--- config.mk ---
export PLATFORM = sky130hd
export DESIGN_NAME = decoder_64b66b
export DESIGN_NICKNAME = d
export VERILOG_FILES = /design/src/rtl/decoder_64b66b.sv
export SDC_FILE = /design/constraint.sdc
export NUM_CORES = 1
export LEC_CHECK = 0
export ABC_AREA = 1
export CORE_MARGIN = 1
export CORE_UTILIZATION = 58
export CTS_BUF_LIST = sky130_fd_sc_hd__clkbuf_4 sky130_fd_sc_hd__clkbuf_8 sky130_fd_sc_hd__clkbuf_16
export DETAILED_ROUTE_END_ITERATION = 10
export GPL_ROUTABILITY_DRIVEN = 1
export HOLD_SLACK_MARGIN = 0.02
export PLACE_DENSITY = 0.87
export SETUP_SLACK_MARGIN = 0.5
export SYNTH_ARGS = -nofsm -noshare
export SYNTH_HDL_FRONTEND = slang
export SYNTH_SLANG_ARGS = --single-unit
--- constraint.sdc ---
create_clock -name clk -period 4.8 [get_ports clk]
set_input_delay 0.72 -clock clk [delete_from_list [all_inputs] [get_ports clk]]
set_output_delay 0.72 -clock clk [all_outputs]
set_load 0.005 [all_outputs]
--- src/rtl/decoder_64b66b.sv ---
// Receive-side 64B/66B decoder: one 66-bit block per handshake in, two XGMII beats out
// (lanes 0-3, then lanes 4-7). Unrecognised blocks decode to error characters and are counted.
module decoder_64b66b #(
  parameter int XGMII_DATA_WIDTH = 32,
  parameter int XGMII_DATA_BYTES = XGMII_DATA_WIDTH / 8,
  parameter int PCS_DATA_WIDTH   = 66,
  parameter int ERR_CNT_WIDTH    = 16
) (
  input  logic                        clk,
  input  logic                        rst,
  input  logic [PCS_DATA_WIDTH-1:0]   encoded_data_in,
  input  logic                        encoded_valid_in,
  output logic                        encoded_ready_out,
  output logic [XGMII_DATA_WIDTH-1:0] xgmii_data_out,
  output logic [XGMII_DATA_BYTES-1:0] xgmii_ctrl_out,
  output logic                        xgmii_valid_out,
  input  logic                        xgmii_ready_in,
  output logic                        decode_error,
  output logic [ERR_CNT_WIDTH-1:0]    error_count
);

  localparam int BLK_W = 2 * XGMII_DATA_WIDTH;
  localparam int BLK_C = 2 * XGMII_DATA_BYTES;

  localparam logic [1:0] SYNC_DATA = 2'b01;
  localparam logic [1:0] SYNC_CTRL = 2'b10;

  localparam logic [7:0] CH_IDLE  = 8'h07;
  localparam logic [7:0] CH_START = 8'hFB;
  localparam logic [7:0] CH_TERM  = 8'hFD;
  localparam logic [7:0] CH_ERR   = 8'hFE;

  localparam logic [7:0] BT_IDLE = 8'h1E;
  localparam logic [7:0] BT_S0   = 8'h78;
  localparam logic [7:0] BT_S4   = 8'h33;
  localparam logic [7:0] BT_T0   = 8'h87;
  localparam logic [7:0] BT_T1   = 8'h99;
  localparam logic [7:0] BT_T2   = 8'hAA;
  localparam logic [7:0] BT_T3   = 8'hB4;
  localparam logic [7:0] BT_T4   = 8'hCC;
  localparam logic [7:0] BT_T5   = 8'hD2;
  localparam logic [7:0] BT_T6   = 8'hE1;
  localparam logic [7:0] BT_T7   = 8'hFF;

  typedef enum logic [1:0] {
    ST_EMPTY,
    ST_LOW,
    ST_HIGH
  } state_t;

  state_t                      state_q;
  logic [XGMII_DATA_WIDTH-1:0] data_q;
  logic [XGMII_DATA_BYTES-1:0] ctrl_q;
  logic [XGMII_DATA_WIDTH-1:0] hi_data_q;
  logic [XGMII_DATA_BYTES-1:0] hi_ctrl_q;
  logic                        valid_q;
  logic                        err_q;
  logic [ERR_CNT_WIDTH-1:0]    err_cnt_q;

  logic [BLK_W-1:0] blk_data_d;
  logic [BLK_C-1:0] blk_ctrl_d;
  logic             blk_bad_d;
  logic [63:0]      term_payload;
  int               term_lane;
  logic [1:0]       sync;
  logic [7:0]       btype;
  logic             accept;

  assign sync   = encoded_data_in[65:64];
  assign btype  = encoded_data_in[63:56];

  // The high beat's slot frees up in the same cycle it transfers, so a new block can follow back-to-back.
  assign encoded_ready_out = (state_q == ST_EMPTY) || ((state_q == ST_HIGH) && xgmii_ready_in);
  assign accept            = encoded_valid_in && encoded_ready_out;

  always_comb begin
    // NOTE: every signal driven here gets a default first, so no path through the case can infer a latch.
    blk_data_d   = {BLK_C{CH_ERR}};
    blk_ctrl_d   = '1;
    blk_bad_d    = 1'b1;
    term_lane    = BLK_C;
    term_payload = '0;

    if (sync == SYNC_DATA) begin
      blk_data_d = encoded_data_in[63:0];
      blk_ctrl_d = '0;
      blk_bad_d  = 1'b0;
    end else if (sync == SYNC_CTRL) begin
      blk_bad_d = 1'b0;
      case (btype)
        BT_IDLE: begin
          blk_data_d = {BLK_C{CH_IDLE}};
          blk_ctrl_d = '1;
        end
        BT_S0: begin
          blk_data_d = {encoded_data_in[55:0], CH_START};
          blk_ctrl_d = 8'h01;
        end
        BT_S4: begin
          blk_data_d = {encoded_data_in[23:0], CH_START, {4{CH_IDLE}}};
          blk_ctrl_d = 8'h1F;
        end
        BT_T0:   term_lane = 0;
        BT_T1:   term_lane = 1;
        BT_T2:   term_lane = 2;
        BT_T3:   term_lane = 3;
        BT_T4:   term_lane = 4;
        BT_T5:   term_lane = 5;
        BT_T6:   term_lane = 6;
        BT_T7:   term_lane = 7;
        default: blk_bad_d = 1'b1;
      endcase

      // Terminate with n data bytes: they sit left-justified in the payload, lane n is /T/, the rest idle.
      if (term_lane < BLK_C) begin
        term_payload = {8'h00, encoded_data_in[55:0]} >> (8 * (BLK_C - 1 - term_lane));
        for (int l = 0; l < BLK_C; l++) begin
          if (l < term_lane) begin
            blk_data_d[8*l +: 8] = term_payload[8*l +: 8];
            blk_ctrl_d[l]        = 1'b0;
          end else if (l == term_lane) begin
            blk_data_d[8*l +: 8] = CH_TERM;
            blk_ctrl_d[l]        = 1'b1;
          end else begin
            blk_data_d[8*l +: 8] = CH_IDLE;
            blk_ctrl_d[l]        = 1'b1;
          end
        end
      end
    end
  end

  always_ff @(posedge clk or negedge rst) begin
    if (!rst) begin
      state_q   <= ST_EMPTY;
      data_q    <= {XGMII_DATA_BYTES{CH_IDLE}};
      ctrl_q    <= '1;
      hi_data_q <= {XGMII_DATA_BYTES{CH_IDLE}};
      hi_ctrl_q <= '1;
      valid_q   <= 1'b0;
      err_q     <= 1'b0;
      err_cnt_q <= '0;
    end else begin
      // NOTE: non-blocking assignments throughout, so every register here sees pre-edge values.
      err_q <= 1'b0;
      if (accept) begin
        state_q   <= ST_LOW;
        data_q    <= blk_data_d[XGMII_DATA_WIDTH-1:0];
        ctrl_q    <= blk_ctrl_d[XGMII_DATA_BYTES-1:0];
        hi_data_q <= blk_data_d[BLK_W-1:XGMII_DATA_WIDTH];
        hi_ctrl_q <= blk_ctrl_d[BLK_C-1:XGMII_DATA_BYTES];
        valid_q   <= 1'b1;
        err_q     <= blk_bad_d;
        if (blk_bad_d && (err_cnt_q != {ERR_CNT_WIDTH{1'b1}})) begin
          err_cnt_q <= err_cnt_q + ERR_CNT_WIDTH'(1);
        end
      end else begin
        case (state_q)
          ST_LOW: begin
            if (xgmii_ready_in) begin
              state_q <= ST_HIGH;
              data_q  <= hi_data_q;
              ctrl_q  <= hi_ctrl_q;
            end
          end
          ST_HIGH: begin
            if (xgmii_ready_in) begin
              state_q <= ST_EMPTY;
              valid_q <= 1'b0;
            end
          end
          default: ;
        endcase
      end
    end
  end

  assign xgmii_data_out  = data_q;
  assign xgmii_ctrl_out  = ctrl_q;
  assign xgmii_valid_out = valid_q;
  assign decode_error    = err_q;
  assign error_count     = err_cnt_q;

endmodule

==> summary.md, run 1 <==
| Metric | Value |
|---|---|
| Status | completed |
| Unrepaired setup endpoints after global routing | no |
| Worst IR drop on VDD | 0.000500 V |
| Max-Cap Viols | 0 |
| Final #Nets | 1,246 |
| NetSw | 1390 µW |
| Worst-Skew Late Latency | 360 ps |
| # rows | 40 |
| Critical-path maximum fanout | 28 |
| Max-slew violations | 0 |
| Ant diodes | 0 |
| Final GP Congestion | 1.03 |
| Synth area leaders | dfrtp_1 (21%), nand2_1 (15%), dfstp_2 (12%), o21ai_0 (9.1%), a21oi_1 (7.0%) |
| Most common cell after layout, fill and taps aside | nand2_1 |
| Syn avg cell area | 6.54 µm² |
| Setup crit end kind | flop |
| Core area | 12,000 µm² |
| Post-synthesis simple-gate area fraction | 0.311 |
| Area of the multi-input gates | 4070 µm² |
| WL final | 28,500 µm |
| Fin worst setup slack | 1180 ps |
| Non-Filler Instances | 1,327 |
| Fraction of the mapped netlist area in adder cells | 0.00176 |
| Port Buf Inserts | 124 |
| Compound-Gate Fraction of Synth Area | 0.241 |
| Fillers | 998 |
| Die height | 113 µm |
| Most frequent cells in the layout | nand2_1 (286), o21ai_0 (129), clkdlybuf4s50_1 (123) |
| CTS tree | built |
| Clk sink count | 92 |
| # hold bufs at CTS | 0 |
| Post-synth cell types | 43 |
| Vias | 8,487 |
| Logic gate share of total power | 0.406 |
| Critical Path AT | 3860 ps |
| Syn-to-layout area delta | 21.8% |
| Crit-path cells | clkdlybuf4s50_1 -> inv_2 -> nand2_2 -> nor2_1 -> nand2_2 -> inv_4 -> nor2_2 -> nand2_1 -> nand2_2 -> nand2_4 -> nor2_4 -> nand2_2 -> nor2_2 -> nand3_1 -> xnor2_1 |
| Worst r2r path cells | 10 |
| Layout cells sized above 1 | 0.0992 |
| Initial DRC count | 1,308 |
| Post-synthesis register bit count | 92 |
| Dpl hpwl | 20,400 µm |
| Clock Skew | 10.0 ps |
| Largest net degree at the start of global routing | 64 |
| Startpoint types | input port |
| Dominant cell type by area after synthesis | dfrtp_1 |
| Max Clk Rate | 276 MHz |
| WL/cell | 21.5 µm |
| CP Class | in2reg |
| Fin crit period | 3620 ps |
| Final hold vios | 0 |
| Clk pin slew, worst setup/hold paths | 70 ps |
| Die width | 113 µm |
| Slowest-stage cell, CP | clkdlybuf4s50_1 |
| Final setup violation count | 0 |
| Vias/cell | 6.40 |
| Cell internal pwr | 2300 µW |
| H-tree level count | 3 |
| Rel. slew slack | 0.444 |
| Vias in the first global route | 7,991 |
| Max stage delay on crit path | 600 ps |
| Synth async-reset ratio | 1.00 |
| Fin util | 0.723 |
| Ys flop type | dfrtp_1 |
| CTS root buf | clkbuf_16 |
| Xor and xnor area share after synthesis | 0.0185 |
| Sequential element share of the synthesized area | 0.330 |
| Post-CTS setup repair buffer count | 0 |
| Area of the mapped netlist | 7100 µm² |
| Clock share of power | 0.204 |
| Gate Count Post-Synth | 1,085 |
| CP dominant cell by count | nand2_2 |
| Worst Tran Pin Value | 834 ps |
| EDFF count, synth | 0 |
| Crit share post-route | 0.754 |
| Post-Place Cells | 1,311 |
| Top cell type's share of synthesized area | 0.211 |
| Drt pass-1 iters | 6 |
| Num CTS Buffers | 9 |
| Global-route wire length before repair | 44,000 µm |
| Largest family of logic cells by synthesized area | simple AND/OR/NAND/NOR gates |
| Final ANT Viol Nets | 0 |
| Register area | 2340 µm² |
| Worst endpoint required time | 5050 ps |
| # resized after CTS | 0 |
| Worst min-delay path class | in2async |
| I/O Pins | 125 |
| Sequential share of power | 0.390 |
| Synth Net Count | 1,156 |
| Switching Share | 0.376 |
| Post-route DRC | 0 |
| PwrDens | 427 nW/µm² |
| Syn. warnings | 0 |
| Fin Setup TNS | 0 ps |
| Leak | 0.00381 µW |
| Global route overflow | 0 |
| Mux contribution to synthesized area | 0 |
| Die Footprint | 12,700 µm² |
| Gr usage total | 0.459 |
| Place WS | 937 ps |
| CTS Buffer Depth | 2 |
| Initial Utilization | 0.594 |
| Initial antenna violation count | 0 |
## registers in the layout, summed over array words and instances (netlist names)
name / cells
error_count: 16
hi_data_q: 32
hi_ctrl_q: 4
xgmii_data_out: 32
decode_error: 1
state_q: 2
xgmii_valid_out: 1
xgmii_ctrl_out: 4
## kinds of logic after synthesis
family,Yosys count
AO/OA/AOI/OAI,311
XOR/XNOR,15
adder cells (fa/ha/maj),1
buffers and inverters,168
flip-flops,92
AND/OR/NAND/NOR,498
## per-layer routing
metal	vias up	GRT usage	wire, µm
met4	0	0.260	1700
met2	680	0.682	12100
met3	145	0.141	3960
li1	3792	-	-
met1	3870	0.593	10800
met5	-	0	0
## power by group through the flow
stage               Clock (µW)  Combinational, µW  Sequential [µW]
finish                     753               1500             1440
global route               775               1650             1470
CTS                        745               1470             1440
detailed placement           0               1460             1450
global placement             0               1420             1420
floorplan                    0                727             1400
## critical path, delay by kind of cell
| family | cells | cell delay, ps |
|---|---|---|
| XOR/XNOR | 1 | 150 |
| buffers and inverters | 3 | 870 |
| AND/OR/NAND/NOR | 11 | 2080 |
## per-stage QoR
stage	hold slack [ps]	instance area (µm²)	total power (µW)
global placement	456	8350	2850
floorplan	424	7100	2120
CTS	385	8650	3660
detailed placement	461	8350	2910
finish	361	8650	3690
global route	408	8650	3890
## layout make-up
cell class / count / area share
multi-input combinational: 825 / 0.470
clock buffer: 10 / 0.0269
sequential: 92 / 0.271
clock inverter: 6 / 0.00810
inverter: 111 / 0.0490
tap: 147 / 0.0213
timing repair buffer: 136 / 0.154
## cell usage after synthesis, types with 3 or more instances
cell type    n
o221ai_1     5
nor4_1       7
nand4_1     13
nor3_1       7
dfrtp_1     60
nor2_1      98
inv_4        3
nand2_1    287
clkbuf_1    34
o211ai_1    17
nand2_2     14
nor2_2       3
a21oi_1     99
o21ai_0    129
dfstp_2     32
nor2_4       4
buf_2       11
inv_2        9
nand3_1     47
o21ai_1     21
inv_1       98
o21ai_2      4
nand3_2      3
xor2_1      10
buf_6        3
o2111ai_1    5
nand2_4      5
a221oi_1     6
xnor2_1      5
o22ai_1     13
buf_4        5
buf_1        4
a31oi_1      8
## worst paths after layout
kind	startpoint	endpoint	slack [ps]
min in group clk	hi_data_q[25]$_DFFE_PN1P_	hi_data_q[25]$_DFFE_PN1P_	470
max reg2reg	error_count[0]$_DFFE_PN0P_	error_count[8]$_DFFE_PN0P_	2330
min reg2reg	hi_data_q[25]$_DFFE_PN1P_	hi_data_q[25]$_DFFE_PN1P_	470
min	rst	error_count[9]$_DFFE_PN0P_	360
max in group asynchronous	rst	xgmii_data_out[13]$_DFFE_PN0P_	3400
max	encoded_data_in[56]	error_count[8]$_DFFE_PN0P_	1180
Note: power is estimated with default switching activity, not from simulation.
==> run 2, diff against run 1 <==
--- a/config.mk
+++ b/config.mk
@@ -7,12 +7,12 @@
 export LEC_CHECK = 0
 export ABC_AREA = 1
 export CORE_MARGIN = 1
-export CORE_UTILIZATION = 58
+export CORE_UTILIZATION = 49
 export CTS_BUF_LIST = sky130_fd_sc_hd__clkbuf_4 sky130_fd_sc_hd__clkbuf_8 sky130_fd_sc_hd__clkbuf_16
 export DETAILED_ROUTE_END_ITERATION = 10
 export GPL_ROUTABILITY_DRIVEN = 1
 export HOLD_SLACK_MARGIN = 0.02
-export PLACE_DENSITY = 0.87
+export PLACE_DENSITY = 0.78
 export SETUP_SLACK_MARGIN = 0.5
 export SYNTH_ARGS = -nofsm -noshare
 export SYNTH_HDL_FRONTEND = slang
==> constraint.sdc (replaced) <==
create_clock -name clk -period 3.2 [get_ports clk]
set_input_delay 0.48 -clock clk [delete_from_list [all_inputs] [get_ports clk]]
set_output_delay 0.48 -clock clk [all_outputs]
set_load 0.005 [all_outputs]
==> run 2 against run 1 <==
Net effect:
- sequential power up 48%
- clock power increased by 47%
- worst setup slack got worse by 590 ps
- clock-buffer cell count shrank 1
- final cell count rose by 5.8%
- power is 49% higher
- cell area up 5.6%
- global-route usage shrank 5.7 points
- wire length rose by 3.2%
- worst hold slack lost 95 ps
- die area increased by 18%
- largest cell class unchanged
- highest routed layer unchanged
==> summary.md, run 2 (same netlist as run 1, synthesis figures left out) <==
| Metric | Value |
|---|---|
| Largest net degree at the start of global routing | 80 (was 64) |
| Crit share post-route | 0.817 |
| Fin crit period | 2610 ps |
| Critical Path Source | encoded_data_in[57] (was encoded_data_in[56]) |
| Clock Skew | 9.78 ps (was 10.0 ps) |
| Most frequent cells in the layout | nand2_1 (284), o21ai_0 (128), clkdlybuf4s50_1 (119) (was nand2_1 (286), o21ai_0 (129), clkdlybuf4s50_1 (123)) |
| R2R Setup Slk | 1060 ps (was 2330 ps) |
| Final setup violation count | 0 (unchanged) |
| Post-Place Cells | 1,386 (was 1,311) |
| CTS Buffer Depth | 2 (unchanged) |
| Start of the worst register-to-register path | error_count[0]$_DFFE_PN0P_ (unchanged) |
| WL/cell | 21.0 µm (was 21.5 µm) |
| Worst-Skew Late Latency | 360 ps (about the same) |
| Vias | 8,543 (was 8,487) |
| H-tree level count | 3 (unchanged) |
| Fin Setup TNS | 0 ps (unchanged) |
| Core area | 14,000 µm² (was 12,000 µm²) |
| Worst Tran Pin Value | 1070 ps (was 834 ps) |
| Critical Path AT | 2890 ps (was 3860 ps) |
| Status | completed (unchanged) |
| Critical-path maximum fanout | 22 (was 28) |
| Max Clk Rate | 383 MHz |
| Max stage delay on crit path | 580 ps (was 600 ps) |
| Clk sink count | 92 (unchanged) |
| Worst r2r path cells | 10 (unchanged) |
| Die height | 122 µm (was 113 µm) |
| Drt pass-1 iters | 6 (unchanged) |
| Final hold vios | 0 (unchanged) |
| PwrDens | 604 nW/µm² (was 427 nW/µm²) |
| Syn-to-layout area delta | 28.6% (was 21.8%) |
| CP Class | in2reg (unchanged) |
| Dpl hpwl | 21,500 µm (was 20,400 µm) |
| CTS tree | built (unchanged) |
| Gr usage total | 0.403 (was 0.459) |
| Worst IR drop on VDD | 0.000407 V (was 0.000500 V) |
| Initial antenna violation count | 0 (unchanged) |
| Startpoint types | input port (unchanged) |
| Clk pin slew, worst setup/hold paths | 70 ps (about the same) |
| Max-slew violations | 0 (unchanged) |
| Setup crit end kind | flop (unchanged) |
| Unrepaired setup endpoints after global routing | yes (was no) |
| Die Footprint | 15,000 µm² (was 12,700 µm²) |
| Post-route DRC | 0 (unchanged) |
| Total Power | 5520 µW (was 3690 µW) |
| CP delay by family, top | simple AND/OR/NAND/NOR gates (unchanged) |
| Final GP Congestion | 1.06 (was 1.03) |
| Port Buf Inserts | 124 (unchanged) |
| I/O Pins | 125 (unchanged) |
| Crit-path cells | clkdlybuf4s50_1 -> nand2_1 -> nor2_1 -> nand2_2 -> nand2_4 -> nor2_8 -> nand2_8 -> nand2_1 -> o21ai_1 -> nand2_1 -> nand2_1 -> o21ai_0 -> buf_4 -> a21oi_1 (was clkdlybuf4s50_1 -> inv_2 -> nand2_2 -> nor2_1 -> nand2_2 -> inv_4 -> nor2_2 -> nand2_1 -> nand2_2 -> nand2_4 -> nor2_4 -> nand2_2 -> nor2_2 -> nand3_1 -> xnor2_1) |
| Vias in the first global route | 8,047 (was 7,991) |
| Worst min-delay path class | in2async (unchanged) |
| Vias/cell | 6.08 (was 6.40) |
| # rows | 43 (was 40) |
| Initial DRC count | 1,057 (was 1,308) |
| Most common cell after layout, fill and taps aside | nand2_1 (unchanged) |
| Global-route wire length before repair | 45,000 µm (was 44,000 µm) |
| Ant diodes | 0 (unchanged) |
| Final #Nets | 1,290 (was 1,246) |
| # hold bufs at CTS | 0 (unchanged) |
| Leak | 0.00407 µW (was 0.00381 µW) |
| Final ANT Viol Nets | 0 (unchanged) |
| Non-Filler Instances | 1,404 (was 1,327) |
| Initial Utilization | 0.508 (was 0.594) |
| Rel. slew slack | 0.289 (was 0.444) |
| Fin util | 0.653 (was 0.723) |
| WL final | 29,400 µm (was 28,500 µm) |
| Buf/Inv on CP | 2 (was 3) |
| Die width | 122 µm (was 113 µm) |
| Layout cells sized above 1 | 0.140 (was 0.0992) |
| FF-to-FF End | error_count[10]$_DFFE_PN0P_ (was error_count[8]$_DFFE_PN0P_) |
| Slowest-stage cell, CP | clkdlybuf4s50_1 (unchanged) |
| Global route overflow | 0 (unchanged) |
| CP dominant cell by count | nand2_1 (was nand2_2) |
| Num CTS Buffers | 9 (unchanged) |
| Worst endpoint required time | 3480 ps (was 5050 ps) |
| Max-Cap Viols | 0 (unchanged) |
| CTS root buf | clkbuf_16 (unchanged) |
-- run 2: power by group --
part	leakage, µW	switching [µW]	internal, µW	total (µW)
combinational	0.00288	1230	1050	2270
sequential	0.00105	312	1820	2130
clock	0.000144	553	557	1110
-- run 2: timing repair --
item	CTS	global route
setup buffers	0	2
gates resized for setup	0	22
setup endpoints to repair	0	47
-- run 2: per-layer routing --
metal	routed length (µm)	global-route usage	vias to the layer above
met5	0	0.00694	-
met4	1470	0.192	0
met3	3610	0.0915	127
met2	12400	0.591	627
met1	11900	0.556	3909
li1	-	-	3880
-- run 2: worst register-to-register path: stages (launching register included) --
cell and delay (ps):
dfrtp_1 400, ha_1 170, inv_1 50, nor3_1 260, nand3_1 180, nor4_1 280
nand4_1 210, nand2_4 210, nor2_2 80, nand2_1 70, xor2_1 150
-- run 2: metrics by stage --
step	hold slack, ps	setup slack (ps)	area, µm²
after CTS	341	510	9040
after global placement	454	233	8740
final	266	587	9130
after global routing	365	481	9130
after floorplan	184	1230	7100
after detailed placement	460	200	8740
-- run 2: worst max path at each step --
stage / to / slack (ps) / cells past startpoint
CTS: hi_data_q[10]$_DFFE_PN1P_ / 510 / 14
detailed placement: hi_data_q[10]$_DFFE_PN1P_ / 200 / 14
floorplan: error_count[9]$_DFFE_PN0P_ / 1230 / 14
global route: xgmii_data_out[20]$_DFFE_PN0P_ / 480 / 14
finish: xgmii_data_out[27]$_DFFE_PN0P_ / 590 / 14
global placement: xgmii_data_out[5]$_DFFE_PN0P_ / 230 / 18
-- run 2: final cells by class --
class,count,area [µm²]
clock buffers,9,225
clock inverters,7,72.6
repair buffers,180,1730
well taps,180,225
flip-flops and latches,92,2340
inverters,111,429
multi-input cells,825,4110
fillers,1267,4860
